==> src/rtl/div_unit.sv <==
`default_nettype none
// ============================================================================
// Module      : div_unit
// Description : Multi-cycle RV64M divide/remainder unit. Accepts one op per
//               valid/ready handshake, decodes the one-hot div/rem info
//               vectors, and computes the result with a radix-2 restoring
//               divider (one quotient bit per cycle). Division by zero and
//               signed overflow bypass the iteration and finish in one cycle.
// Ports       : clk, rst (async, active-low)
//               div_i_valid/div_i_ready      - request handshake
//               div_i_div_info/div_i_rem_info - one-hot op select
//               div_i_src1/div_i_src2        - dividend / divisor
//               div_i_rd                     - destination register
//               div_i_flush                  - abort, including pending result
//               div_o_valid/div_o_ready      - result handshake
//               div_o_result/div_o_rd        - final result and its rd
// Revision    : 1.0 - initial release
// ============================================================================
module div_unit (
    input  logic        clk,
    input  logic        rst,
    input  logic        div_i_valid,
    output logic        div_i_ready,
    input  logic [3:0]  div_i_div_info,
    input  logic [3:0]  div_i_rem_info,
    input  logic [63:0] div_i_src1,
    input  logic [63:0] div_i_src2,
    input  logic [4:0]  div_i_rd,
    input  logic        div_i_flush,
    output logic        div_o_valid,
    input  logic        div_o_ready,
    output logic [63:0] div_o_result,
    output logic [4:0]  div_o_rd
);

    localparam logic [1:0] S_IDLE = 2'd0;
    localparam logic [1:0] S_CALC = 2'd1;
    localparam logic [1:0] S_DONE = 2'd2;

    localparam logic [63:0] C_MIN64 = 64'h8000_0000_0000_0000;
    localparam logic [63:0] C_MIN32 = 64'hFFFF_FFFF_8000_0000;

    function automatic logic [63:0] sext32(input logic [31:0] v);
        return {{32{v[31]}}, v};
    endfunction

    logic [1:0]  r_state;
    logic [5:0]  r_cnt;
    logic [63:0] r_prem;     // partial remainder
    logic [63:0] r_dvd;      // dividend bits shift out the top, quotient bits shift in
    logic [63:0] r_dvsr;     // divisor magnitude
    logic        r_word;
    logic        r_rem;
    logic        r_neg_q;
    logic        r_neg_r;
    logic [63:0] r_result;
    logic [4:0]  r_rd;

    // ------------------------------------------------------------------
    // Request decode (fixed priority: div_info[3..0], then rem_info[3..0])
    // ------------------------------------------------------------------
    logic w_op_any;
    logic w_signed;
    logic w_word;
    logic w_is_rem;

    always_comb begin
        w_signed = 1'b0;
        w_word   = 1'b0;
        w_is_rem = 1'b0;
        w_op_any = (|div_i_div_info) | (|div_i_rem_info);
        if (div_i_div_info[3]) begin
            w_signed = 1'b1;
        end else if (div_i_div_info[2]) begin
            w_signed = 1'b0;
        end else if (div_i_div_info[1]) begin
            w_signed = 1'b1;
            w_word   = 1'b1;
        end else if (div_i_div_info[0]) begin
            w_word   = 1'b1;
        end else if (div_i_rem_info[3]) begin
            w_is_rem = 1'b1;
            w_signed = 1'b1;
        end else if (div_i_rem_info[2]) begin
            w_is_rem = 1'b1;
        end else if (div_i_rem_info[1]) begin
            w_is_rem = 1'b1;
            w_signed = 1'b1;
            w_word   = 1'b1;
        end else if (div_i_rem_info[0]) begin
            w_is_rem = 1'b1;
            w_word   = 1'b1;
        end
    end

    // Operands extended to 64 bits according to width and signedness
    logic [63:0] w_a;
    logic [63:0] w_b;
    logic        w_a_neg;
    logic        w_b_neg;
    logic [63:0] w_mag_a;
    logic [63:0] w_mag_b;
    logic        w_div0;
    logic        w_ovf;
    logic [63:0] w_special_val;
    logic [63:0] w_special_res;

    assign w_a = w_word ? (w_signed ? sext32(div_i_src1[31:0]) : {32'd0, div_i_src1[31:0]})
                        : div_i_src1;
    assign w_b = w_word ? (w_signed ? sext32(div_i_src2[31:0]) : {32'd0, div_i_src2[31:0]})
                        : div_i_src2;

    assign w_a_neg = w_signed & w_a[63];
    assign w_b_neg = w_signed & w_b[63];
    assign w_mag_a = w_a_neg ? (64'd0 - w_a) : w_a;
    assign w_mag_b = w_b_neg ? (64'd0 - w_b) : w_b;

    assign w_div0 = (w_b == 64'd0);
    // Word operands are already sign-extended, so the most-negative word
    // value appears as its 64-bit sign extension.
    assign w_ovf  = w_signed && (w_b == {64{1'b1}}) &&
                    (w_a == (w_word ? C_MIN32 : C_MIN64));

    assign w_special_val = w_div0 ? (w_is_rem ? w_a : {64{1'b1}})
                                  : (w_is_rem ? 64'd0 : w_a);
    assign w_special_res = w_word ? sext32(w_special_val[31:0]) : w_special_val;

    // ------------------------------------------------------------------
    // Restoring step. The trial subtraction is 65 bits wide so that the
    // shifted remainder's carry-out is accounted for with full 64-bit
    // divisors.
    // ------------------------------------------------------------------
    logic [64:0] w_diff;
    logic [63:0] w_shift_lo;
    logic        w_qbit;
    logic [63:0] w_prem_nx;
    logic [63:0] w_dvd_nx;

    assign w_diff     = {r_prem, r_dvd[63]} - {1'b0, r_dvsr};
    assign w_shift_lo = {r_prem[62:0], r_dvd[63]};
    assign w_qbit     = ~w_diff[64];
    assign w_prem_nx  = w_qbit ? w_diff[63:0] : w_shift_lo;
    assign w_dvd_nx   = {r_dvd[62:0], w_qbit};

    // Fixup applied on the last step's values as the unit enters DONE
    logic [63:0] w_q_mag;
    logic [63:0] w_q_fix;
    logic [63:0] w_r_fix;
    logic [63:0] w_sel;
    logic [63:0] w_calc_res;

    assign w_q_mag    = r_word ? {32'd0, w_dvd_nx[31:0]} : w_dvd_nx;
    assign w_q_fix    = r_neg_q ? (64'd0 - w_q_mag) : w_q_mag;
    assign w_r_fix    = r_neg_r ? (64'd0 - w_prem_nx) : w_prem_nx;
    assign w_sel      = r_rem ? w_r_fix : w_q_fix;
    assign w_calc_res = r_word ? sext32(w_sel[31:0]) : w_sel;

    // ------------------------------------------------------------------
    // Control and datapath registers
    // ------------------------------------------------------------------
    always_ff @(posedge clk or negedge rst) begin
        if (!rst) begin
            r_state  <= S_IDLE;
            r_cnt    <= 6'd0;
            r_prem   <= 64'd0;
            r_dvd    <= 64'd0;
            r_dvsr   <= 64'd0;
            r_word   <= 1'b0;
            r_rem    <= 1'b0;
            r_neg_q  <= 1'b0;
            r_neg_r  <= 1'b0;
            r_result <= 64'd0;
            r_rd     <= 5'd0;
        end else if (div_i_flush) begin
            r_state <= S_IDLE;
        end else begin
            case (r_state)
                S_IDLE: begin
                    if (div_i_valid && w_op_any) begin
                        r_rd    <= div_i_rd;
                        r_word  <= w_word;
                        r_rem   <= w_is_rem;
                        r_neg_q <= w_a_neg ^ w_b_neg;
                        r_neg_r <= w_a_neg;
                        if (w_div0 || w_ovf) begin
                            r_result <= w_special_res;
                            r_state  <= S_DONE;
                        end else begin
                            r_prem  <= 64'd0;
                            // Word dividends sit in the top half so the
                            // quotient lands in the low 32 bits after 32 steps.
                            r_dvd   <= w_word ? {w_mag_a[31:0], 32'd0} : w_mag_a;
                            r_dvsr  <= w_mag_b;
                            r_cnt   <= w_word ? 6'd31 : 6'd63;
                            r_state <= S_CALC;
                        end
                    end
                end
                S_CALC: begin
                    r_prem <= w_prem_nx;
                    r_dvd  <= w_dvd_nx;
                    if (r_cnt == 6'd0) begin
                        r_result <= w_calc_res;
                        r_state  <= S_DONE;
                    end else begin
                        r_cnt <= r_cnt - 6'd1;
                    end
                end
                S_DONE: begin
                    if (div_o_ready) begin
                        r_state <= S_IDLE;
                    end
                end
                default: r_state <= S_IDLE;
            endcase
        end
    end

    assign div_i_ready  = (r_state == S_IDLE);
    assign div_o_valid  = (r_state == S_DONE);
    assign div_o_result = r_result;
    assign div_o_rd     = r_rd;

endmodule
`default_nettype wire

==> config.mk <==
export PLATFORM = sky130hd
export DESIGN_NAME = div_unit
export DESIGN_NICKNAME = d
export VERILOG_FILES = /design/src/rtl/div_unit.sv
export SDC_FILE = /design/constraint.sdc
export NUM_CORES = 1
export LEC_CHECK = 0
export CAP_MARGIN = 20
export CORE_MARGIN = 1.5
export CORE_UTILIZATION = 42
export DETAILED_ROUTE_END_ITERATION = 10
export GPL_TIMING_DRIVEN = 0
export PLACE_DENSITY = 0.68
export SETUP_SLACK_MARGIN = 0.02
export SLEW_MARGIN = 10
export SYNTH_ARGS = -nofsm -noshare
export SYNTH_HDL_FRONTEND = slang
export SYNTH_SLANG_ARGS = --single-unit
==> constraint.sdc <==
create_clock -name clk -period 14.02 [get_ports clk]
set_input_delay 1.402 -clock clk [delete_from_list [all_inputs] [get_ports clk]]
set_output_delay 1.402 -clock clk [all_outputs]
set_load 0.03 [all_outputs]
# After elaboration in Yosys (flattened, before gate mapping)
# Index checks and enable logic that the tools add are counted.
[classes] n_eq_ne=12 order_cmp=0 shifts=0 n_reduce_logical=16 n_bitwise=7 addsub=6 div=0 multipliers=0 n_mux=60
[ops] cell="$mux 64" n=24
[ops] cell="$pmux 64 s2" n=3
[ops] cell="$sub 1x64->64 const A" n=4
[ops] cell="$sub 65x64->65" n=1
[ops] cell="$eq 64x64->1" n=1
[ops] cell="$eq 64x64->1 const B" n=1
[ops] cell="$logic_not 64->1" n=1
[ops] cell="$mux 63" n=1
[ops] cell="$mux 6" n=4
[ops] cell="$mux 1" n=21
[ops] cell="$pmux 6 s2" n=1
[ops] cell="$mux 2" n=5
[ops] cell="$reduce_and 5->1" n=2
[ops] cell="$reduce_and 4->1" n=2
[ops] cell="$reduce_or 4->1" n=2
[ops] cell="$logic_not 6->1" n=1
[ops] cell="$ne 2x2->1 const B" n=3
[ops] cell="$pmux 2 s3" n=1
[ops] cell="$reduce_and 3->1" n=2
[ops] cell="$sub 6x1->6 const B" n=1
[ops] cell="$ne 2x1->1 const B" n=2
[ops] cell="$logic_and 1x1->1" n=3
[ops] cell="$ne 3x1->1 const B" n=1
[ops] cell="$ne 3x2->1 const B" n=1
[ops] cell="10 further kinds" n=13
[totals] mem_bits_rw=0 latch_bits=0 ff_bits=273 rom_bits=0 n_memories=0 elab_cells=112

# Depth between registers and ports, before layout
# Gate-level depths: netlist of the first run.
[logic_depth] word_depth=17 ltp_mapped=31

# Worst setup path before layout of the first run
# OpenSTA, ideal clock, no wires.
[synth_path] path_kind="reg2reg" from="register r_dvd[63]" to="register r_result[48] (netlist: div_o_result[48])" required_ns=13.899 synth_period_minus_slack_ns=6.260 slack_ns=7.760 t_arrival_ns=6.140 setup_time_ns=0.121 stages_incl_launch_ff=30 path_cell_list="dfrtp_1 > inv_1 > ha_1 > fa_1 > nand2b_1 > a211oi_4 > o211ai_1 > a21oi_1 > nor2_2 > o31ai_1 > buf_4 > nor2_8 > inv_2 > clkbuf_8 > buf_2 > buf_4 > buf_2 > nor2_1 > a21oi_1 > ha_1 > inv_1 > or4_4 > a211oi_4 > nand4_4 > o32ai_2 > o211ai_2 > o41ai_2 > xor2_1 > a211o_1 > a22o_1"
[synth_between] elab_chain_len=9 word_cells_on_any_way=12 cone_classes="3 x add/sub; 8 x mux; 1 x bitwise"
[synth_lines] item="start: declaration" line_no="50" rtl="logic [63:0] r_dvd;"
[synth_lines] item="start signal: assignment" line_no="192" rtl="r_dvd <= w_word ? {w_mag_a[31:0], 32'd0} : w_mag_a;"
[synth_lines] item="start signal: assignment" line_no="201" rtl="r_dvd <= w_dvd_nx;"
[synth_lines] item="$sub 65x64->65" line_no="139" rtl="assign w_diff = {r_prem, r_dvd[63]} - {1'b0, r_dvsr};"
[synth_lines] item="$not 1->1" line_no="141" rtl="assign w_qbit = ~w_diff[64];"
[synth_lines] item="$mux 64" line_no="152" rtl="assign w_q_mag = r_word ? {32'd0, w_dvd_nx[31:0]} : w_dvd_nx;"
[synth_lines] item="$sub 1x64->64" line_no="153" rtl="assign w_q_fix = r_neg_q ? (64'd0 - w_q_mag) : w_q_mag;"
[synth_lines] item="$mux 64" line_no="153"
[synth_lines] item="$mux 64 *" line_no="155" rtl="assign w_sel = r_rem ? w_r_fix : w_q_fix;"
[synth_lines] item="$mux 64 *" line_no="156" rtl="assign w_calc_res = r_word ? sext32(w_sel[31:0]) : w_sel;"
[synth_lines] item="$mux 64 *" line_no="202" rtl="if (r_cnt == 6'd0) begin"
[synth_lines] item="$pmux 64 s2 *" line_no="177" rtl="case (r_state)"
[synth_lines] item="end signal: assignment" line_no="186" rtl="r_result <= w_special_res;"
[synth_lines] item="end signal: assignment" line_no="203" rtl="r_result <= w_calc_res;"
[synth_lines] item="end: declaration" line_no="56" rtl="logic [63:0] r_result;"
# Every way passes the cells marked *; elsewhere a longest branch is shown, timed or not. The select of a mux whose other input is x is not followed.
# A chain may end at the register's enable or synchronous reset.

# Worst setup path after layout of the first run
[layout_path] from="register r_dvd[63]" to="register r_result[44] (netlist: div_o_result[44])"
# Same word-level chain as after synthesis.

==> key figures, run 1 <==
Pwr
  – Peak VDD IR: 0.00007026 V
  – PD cells: 108.9 nW/um^2
  – Clock power share: 0.302
  – Pint: 0.001913 W
  – Leakage: 12.33 nW
  – Net Sw Frac: 0.4288
  – Flop pwr share: 0.291
  – P_sw: 0.001436 W
  – Comb pwr share: 0.408
  – Pwr Total: 0.003349 W

Place
  – Area post-placement: 29470 sq um
  – Dpl cells: 4606
  – Post-DP HPWL: 104600 um
  – Placer Congestion: 1.102
  – PortBufs: 215

Worst setup path
  – WP data required: 14.50 ns
  – Worst-path fanout max: 10
  – Crit path launch type: flip-flop
  – CP Capture Type: flip-flop
  – Slowest CP cell: dfrtp_1
  – WP buf/inv: 8
  – Critical path data arrival time: 9.61 ns
  – Top Family by Delay on Critical Path: compound AO/OA/AOI/OAI gates
  – R2r startpoint: r_dvd[63]
  – Crit. Startpoint: r_dvd[63]
  – Most frequent CP cell: buf_2
  – Setup CP Type: reg2reg
  – Max stage delay on crit path: 0.55 ns

Synthesis
  – Largest cells by area after synthesis: dfrtp_1, o21ai_0, nand2_1
  – Cells after Synth: 3549
  – Post-synthesis sequential area ratio: 0.2610
  – Syn_nets: 3767
  – Yosys reg bits: 273
  – Synth Cell Area: 26170 sq um
  – Asr flop ratio synth: 1.000
  – Library cells used by synthesis: 109
  – Top-area cell type share of the netlist area: 0.2610
  – Mean Syn Cell Area: 7.375 sq um
  – Synth Flop Type: dfrtp_1
  – Post-synth EDFFs: 0
  – Yosys warning count: 0
  – Largest area contributor in the netlist: dfrtp_1

Finish
  – Area Growth Syn to Fin: 17.47%
  – Layout fillers: 6144
  – Fin cells: 4673
  – Commonest non-fill, non-tap cell in the layout: nand2_1
  – Final net count: 4026
  – Seq. cell area: 6832 sq um
  – Share of layout cells above drive strength 1: 0.05919
  – Footprint of the multi-input gates: 17890 sq um
  – Most frequent cells in the layout: nand2_1, o21ai_0, nor2_1
  – Post-route cell area: 30740 sq um

Die
  – I/O pin total: 217
  – Height of the die: 252.6 um
  – Row Count: 91
  – Core Area: 61600 sq um
  – DIE WIDTH: 252.6 um
  – Initial Utilization: 0.4249
  – Die ar.: 63820 sq um

STA
  – Min Tclk post-route: 9.131 ns
  – Part of the cycle the worst path needs: 0.6513
  – Slew headroom: 0.1614
  – Fmax: 109.5 MHz
  – Slew Viols, Final: 0
  – Slew @ Worst Pin: 1.258 ns
  – RSZ-0062 raised after global routing: no
  – Setup-failing EPs final: 0
  – Skew final: 0.03467 ns
  – Hold Fails Final Rpt: 0
  – Worst hold slack: 0.4753 ns

Detailed routing
  – Via Count: 30870
  – Routed wire length: 130200 um
  – Avg Vias per Cell: 6.607
  – Detailed Route Iter0 Violations: 5154
  – Final ANT Viol Nets: 0
  – Drc violations: 0
  – DRT Pass-1 Iters: 6
  – DR WL/cell: 27.87 um

GRT
  – First-pass GRT wire length: 187800 um
  – Largest net degree at the start of global routing: 106
  – Initial antenna violation count: 4
  – Global route overflow: 0
  – GRT Total Usage: 0.3984
  – Vias in the first global route: 28140

Min path
  – Worst Hold Class: reg2reg
  – Hold_sp: div_o_result[8]

Clocking
  – Post_cts resized: 0
  – CTS clk-pin slew, worst paths: 0.06 ns
  – Clk_lat worst skew: 0.58 ns
  – Hold Buf Count CTS: 0
  – CTS tree: yes
  – CTS Buf Count: 35
  – Clock sinks: 273
  – H-Tree Depth: 2
  – Root buffer cell: clkbuf_16
  – Max Root-Sink Buffers: 3
  – Post-CTS setup buffers: 0

Outcome
  – Status: complete, no violations

Run
  – Max-cap check violation count: 0
-- worst reg2reg max path, delay by kind of cell (launching register included) --
family | cells | cell delay (ns)
adder cells (fa/ha/maj) | 3 | 0.91
XOR/XNOR | 1 | 0.30
AO/OA/AOI/OAI | 8 | 2.53
buffers and inverters | 8 | 2.32
flip-flops | 1 | 0.55
AND/OR/NAND/NOR | 9 | 2.44
-- synthesized netlist by cell type (10+ instances only) --
library cell	count
nand2_1	449
o21ai_0	382
nor2_1	360
a21oi_1	308
dfrtp_1	273
clkbuf_1	156
xor2_1	129
xnor2_1	122
inv_1	107
nor3_1	86
ha_1	71
a211oi_1	63
nand4_1	62
o31ai_1	60
nor4_1	56
or3_1	55
mux2i_1	53
nand3_1	53
buf_2	43
a31oi_1	42
o211ai_1	42
o21a_1	39
o21ai_1	32
a21o_1	31
mux2_2	27
o41ai_1	26
or4_1	25
and2_1	23
o22ai_1	23
or2_2	20
and3_1	16
a22o_1	15
nor2b_1	15
a21boi_0	13
nand2b_1	13
a211o_1	12
buf_1	12
and4_1	11
o31a_1	11
buf_4	10
o2111ai_1	10
-- flip-flops by register name, summed over array words and instances (netlist names) --
register,flops
r_state,2
r_cnt,6
div_o_rd,5
r_dvsr,64
r_neg_r,1
div_o_result,64
r_rem,1
r_neg_q,1
r_prem,64
r_dvd,64
r_word,1
-- stage by stage --
stage               TNS [ns]    util  worst slack [ns]
global placement     -165.17  0.4768           -0.6741
CTS                        0  0.4988             5.299
global route               0  0.4991             4.728
detailed placement         0  0.4784             5.328
floorplan                  0       -             7.760
finish                     0  0.4991             4.889
-- logic make-up after synthesis --
group | Yosys count | share of synthesized area
AND/OR/NAND/NOR | 1291 | 0.2331
AO/OA/AOI/OAI | 1234 | 0.2974
buffers and inverters | 343 | 0.05598
flip-flops | 273 | 0.2610
XOR/XNOR | 251 | 0.08399
multiplexers | 81 | 0.03232
adder cells (fa/ha/maj) | 76 | 0.03624
-- worst paths after layout --
kind / to / slack [ns] / cells after the start
setup reg to reg: div_o_result[44] / 4.89 / 29
min in group asynchronous: r_dvsr[22] / 0.82 / 1
hold reg to reg: div_o_result[8] / 0.48 / 2
setup / recovery: div_o_result[44] / 4.89 / 29
max in group asynchronous: div_o_result[19] / 11.79 / 3
hold / removal: div_o_result[8] / 0.48 / 2
-- per-layer routing --
metal,track usage,part of all wire
met5,0,0.00029
met4,0.1896,0.056
met3,0.1352,0.15
met2,0.5571,0.40
met1,0.5450,0.39
-- cell type report --
class                           instances  area share
Multi-Input combinational cell       2933      0.5818
Timing Repair Buffer                  222     0.07334
Clock buffer                           44     0.03227
Sequential cell                       273      0.2222
Inverter                              109     0.01331
Tap cell                              837     0.03406
Clock inverter                         20    0.008546
Antenna cell                            1  0.00008139
Buffer                                234     0.03435
-- power by group through the flow --
| stage | clock network (W) | logic, W | registers, W |
|---|---|---|---|
| 2_1_floorplan | 0 | 0.000811 | 0.000958 |
| 5_1_grt | 0.00104 | 0.00144 | 0.000978 |
| 6_report | 0.00101 | 0.00137 | 0.000973 |
| 3_3_place_gp | 0 | 0.00128 | 0.000980 |
| 4_1_cts | 0.00101 | 0.00130 | 0.000967 |
| 3_5_place_dp | 0 | 0.00129 | 0.000981 |
(Power assumes the default switching activity.)
==> run 2, diff against run 1 <==
clock period = 9.27 ns   (was 14.02 ns; I/O delays follow)
==> run 2 against run 1 <==
Net effect: non-clock buffer count stayed put; via count is essentially flat; clock power up 51%; register-to-register slack lost 4.6 ns; combinational power increased by 51%; wire length about the same; sequential cell count unchanged; sequential share of layout area is essentially flat; first-iteration DRC count about the same; die area unchanged; largest power group unchanged.
==> key figures, run 2 (synthesis results as in run 1) <==
Clocking
  – Max Root-Sink Buffers: 3 (unchanged)
  – CTS clk-pin slew, worst paths: 0.06 ns (about the same)
  – H-Tree Depth: 2 (unchanged)
  – Hold Buf Count CTS: 0 (unchanged)
  – Clk_lat worst skew: 0.58 ns (about the same)
  – CTS tree: yes
  – CTS Buf Count: 35 (unchanged)
  – Root buffer cell: clkbuf_16
  – Clock sinks: 273 (unchanged)

Detailed routing
  – Routed wire length: 130200 um (about the same)
  – Length of routed wiring on met1: 51140 um (-0.19%)
  – Avg Vias per Cell: 6.610 (about the same)
  – Via Count: 30890 (+0.052%)
  – Drc violations: 0 (unchanged)
  – Detailed Route Iter0 Violations: 5149 (-0.097%)
  – WL met3: 20050 um (+0.53%)
  – Top routing layer in use: met5
  – Met2 wire len: 51460 um (-0.41%)
  – Final ANT Viol Nets: 0 (unchanged)
  – DRT Pass-1 Iters: 6 (unchanged)
  – DR WL/cell: 27.87 um (about the same)

STA
  – Final worst setup slack: 0.2401 ns (-4.649 ns)
  – Skew final: 0.03413 ns (-0.0005343 ns)
  – RSZ-0062 raised after global routing: no
  – Min Tclk post-route: 9.030 ns (-0.1012 ns)
  – Hold Fails Final Rpt: 0 (unchanged)
  – Part of the cycle the worst path needs: 0.9741 (+0.3228)
  – Setup-failing EPs final: 0 (unchanged)
  – Worst hold slack: 0.3408 ns (-0.1345 ns)
  – Slew Viols, Final: 0 (unchanged)
  – Fmax: 110.7 MHz (+1.1%)
  – Slew @ Worst Pin: 1.250 ns (-0.007414 ns)
  – Slew headroom: 0.1663 (+0.004943)

Place
  – Dpl cells: 4606 (unchanged)
  – Post-DP HPWL: 104600 um (unchanged)
  – PortBufs: 215 (unchanged)
  – Dpl ws: 0.5781 ns (-4.750 ns)
  – Placer Congestion: 1.102 (unchanged)

GRT
  – Global route overflow: 0 (unchanged)
  – First-pass GRT wire length: 187800 um (unchanged)
  – GRT Total Usage: 0.3984 (unchanged)
  – Initial antenna violation count: 4 (unchanged)
  – Largest net degree at the start of global routing: 106 (unchanged)
  – Vias in the first global route: 28140 (unchanged)

Pwr
  – PD cells: 164.8 nW/um^2 (+51%)
  – Peak VDD IR: 0.0001063 V (+51%)
  – Leakage: 12.34 nW (about the same)
  – Pwr Total: 0.005066 W (+51%)

Finish
  – Footprint of the multi-input gates: 17890 sq um (unchanged)
  – Final net count: 4026 (unchanged)
  – Layout fillers: 6143 (-0.016%)
  – Commonest non-fill, non-tap cell in the layout: nand2_1
  – Fin cells: 4673 (unchanged)
  – Share of layout cells above drive strength 1: 0.05919 (unchanged)
  – Area Growth Syn to Fin: 17.48% (about the same)
  – Most frequent cells in the layout: nand2_1, o21ai_0, nor2_1
  – Seq. cell area: 6832 sq um (unchanged)

Die
  – Initial Utilization: 0.4249 (unchanged)
  – Core Area: 61600 sq um (unchanged)
  – I/O pin total: 217 (unchanged)
  – Die ar.: 63820 sq um (unchanged)
  – DIE WIDTH: 252.6 um (unchanged)
  – Height of the die: 252.6 um (unchanged)
  – Row Count: 91 (unchanged)

Outcome
  – Status: complete, no violations

Worst setup path
  – R2r startpoint: r_dvd[63]
  – Worst-path fanout max: 10 (unchanged)
  – Slowest CP cell: dfrtp_1
  – Crit. Startpoint: r_dvd[63]
  – WP data required: 9.74 ns (-4.76 ns)
  – WP buf/inv: 8 (unchanged)
  – CP Capture Type: flip-flop
  – Max stage delay on crit path: 0.55 ns (about the same)
  – Top Family by Delay on Critical Path: compound AO/OA/AOI/OAI gates
  – Setup CP Type: reg2reg
  – Crit path launch type: flip-flop
  – Critical path data arrival time: 9.50 ns (-0.11 ns)

Min path
  – Worst Hold Class: in2async

Run
  – Max-cap check violation count: 0 (unchanged)
==> run 2: layer usage <==
| layer | vias to the layer above | GRT usage |
|---|---|---|
| met2 | 2351 | 0.5571 |
| met3 | 434 | 0.1352 |
| li1 | 13510 | - |
| met1 | 14590 | 0.5450 |
| met4 | 6 | 0.1896 |
| met5 | - | 0 |
==> run 2: layout make-up <==
| type | instances | area share |
|---|---|---|
| antenna | 1 | 0.00008139 |
| buffer | 234 | 0.03443 |
| clock buffer | 44 | 0.03227 |
| clock inverter | 20 | 0.008546 |
| inverter | 109 | 0.01331 |
| multi-input combinational | 2933 | 0.5818 |
| sequential | 273 | 0.2222 |
| tap | 837 | 0.03406 |
| timing repair buffer | 222 | 0.07333 |
==> run 2: path summary, 6_finish.rpt <==
check                                    to  slack [ns]  cells after the start
min in group clk            div_o_result[8]        0.48                      2
max reg2reg                div_o_result[44]        0.24                     29
max in group asynchronous  div_o_result[19]        7.52                      3
min reg2reg                 div_o_result[8]        0.48                      2
max                        div_o_result[44]        0.24                     29
min                              r_dvsr[22]        0.34                      1
==> run 2: report_power, final <==
| part | switching (W) | leakage, nW | total, W | internal (W) |
|---|---|---|---|---|
| logic | 0.00141 | 8.15 | 0.00207 | 0.000659 |
| registers | 0.000147 | 3.57 | 0.00147 | 0.00132 |
| clock network | 0.000619 | 0.614 | 0.00153 | 0.000909 |
==> run 2: what timing repair did <==
item                                    in CTS  in global routing
hold endpoints to repair                     0                  0
endpoints found under the setup margin       0                  1
resized for setup                            0                  1
setup buffers                                0                  0
==> run 2: metrics by stage <==
stage               area [sq um]   TNS, ns    util
floorplan                  26170         0       -
global placement           29370  -1332.24  0.4768
detailed placement         29470         0  0.4784
CTS                        30720         0  0.4988
global route               30740         0  0.4991
finish                     30750         0  0.4992
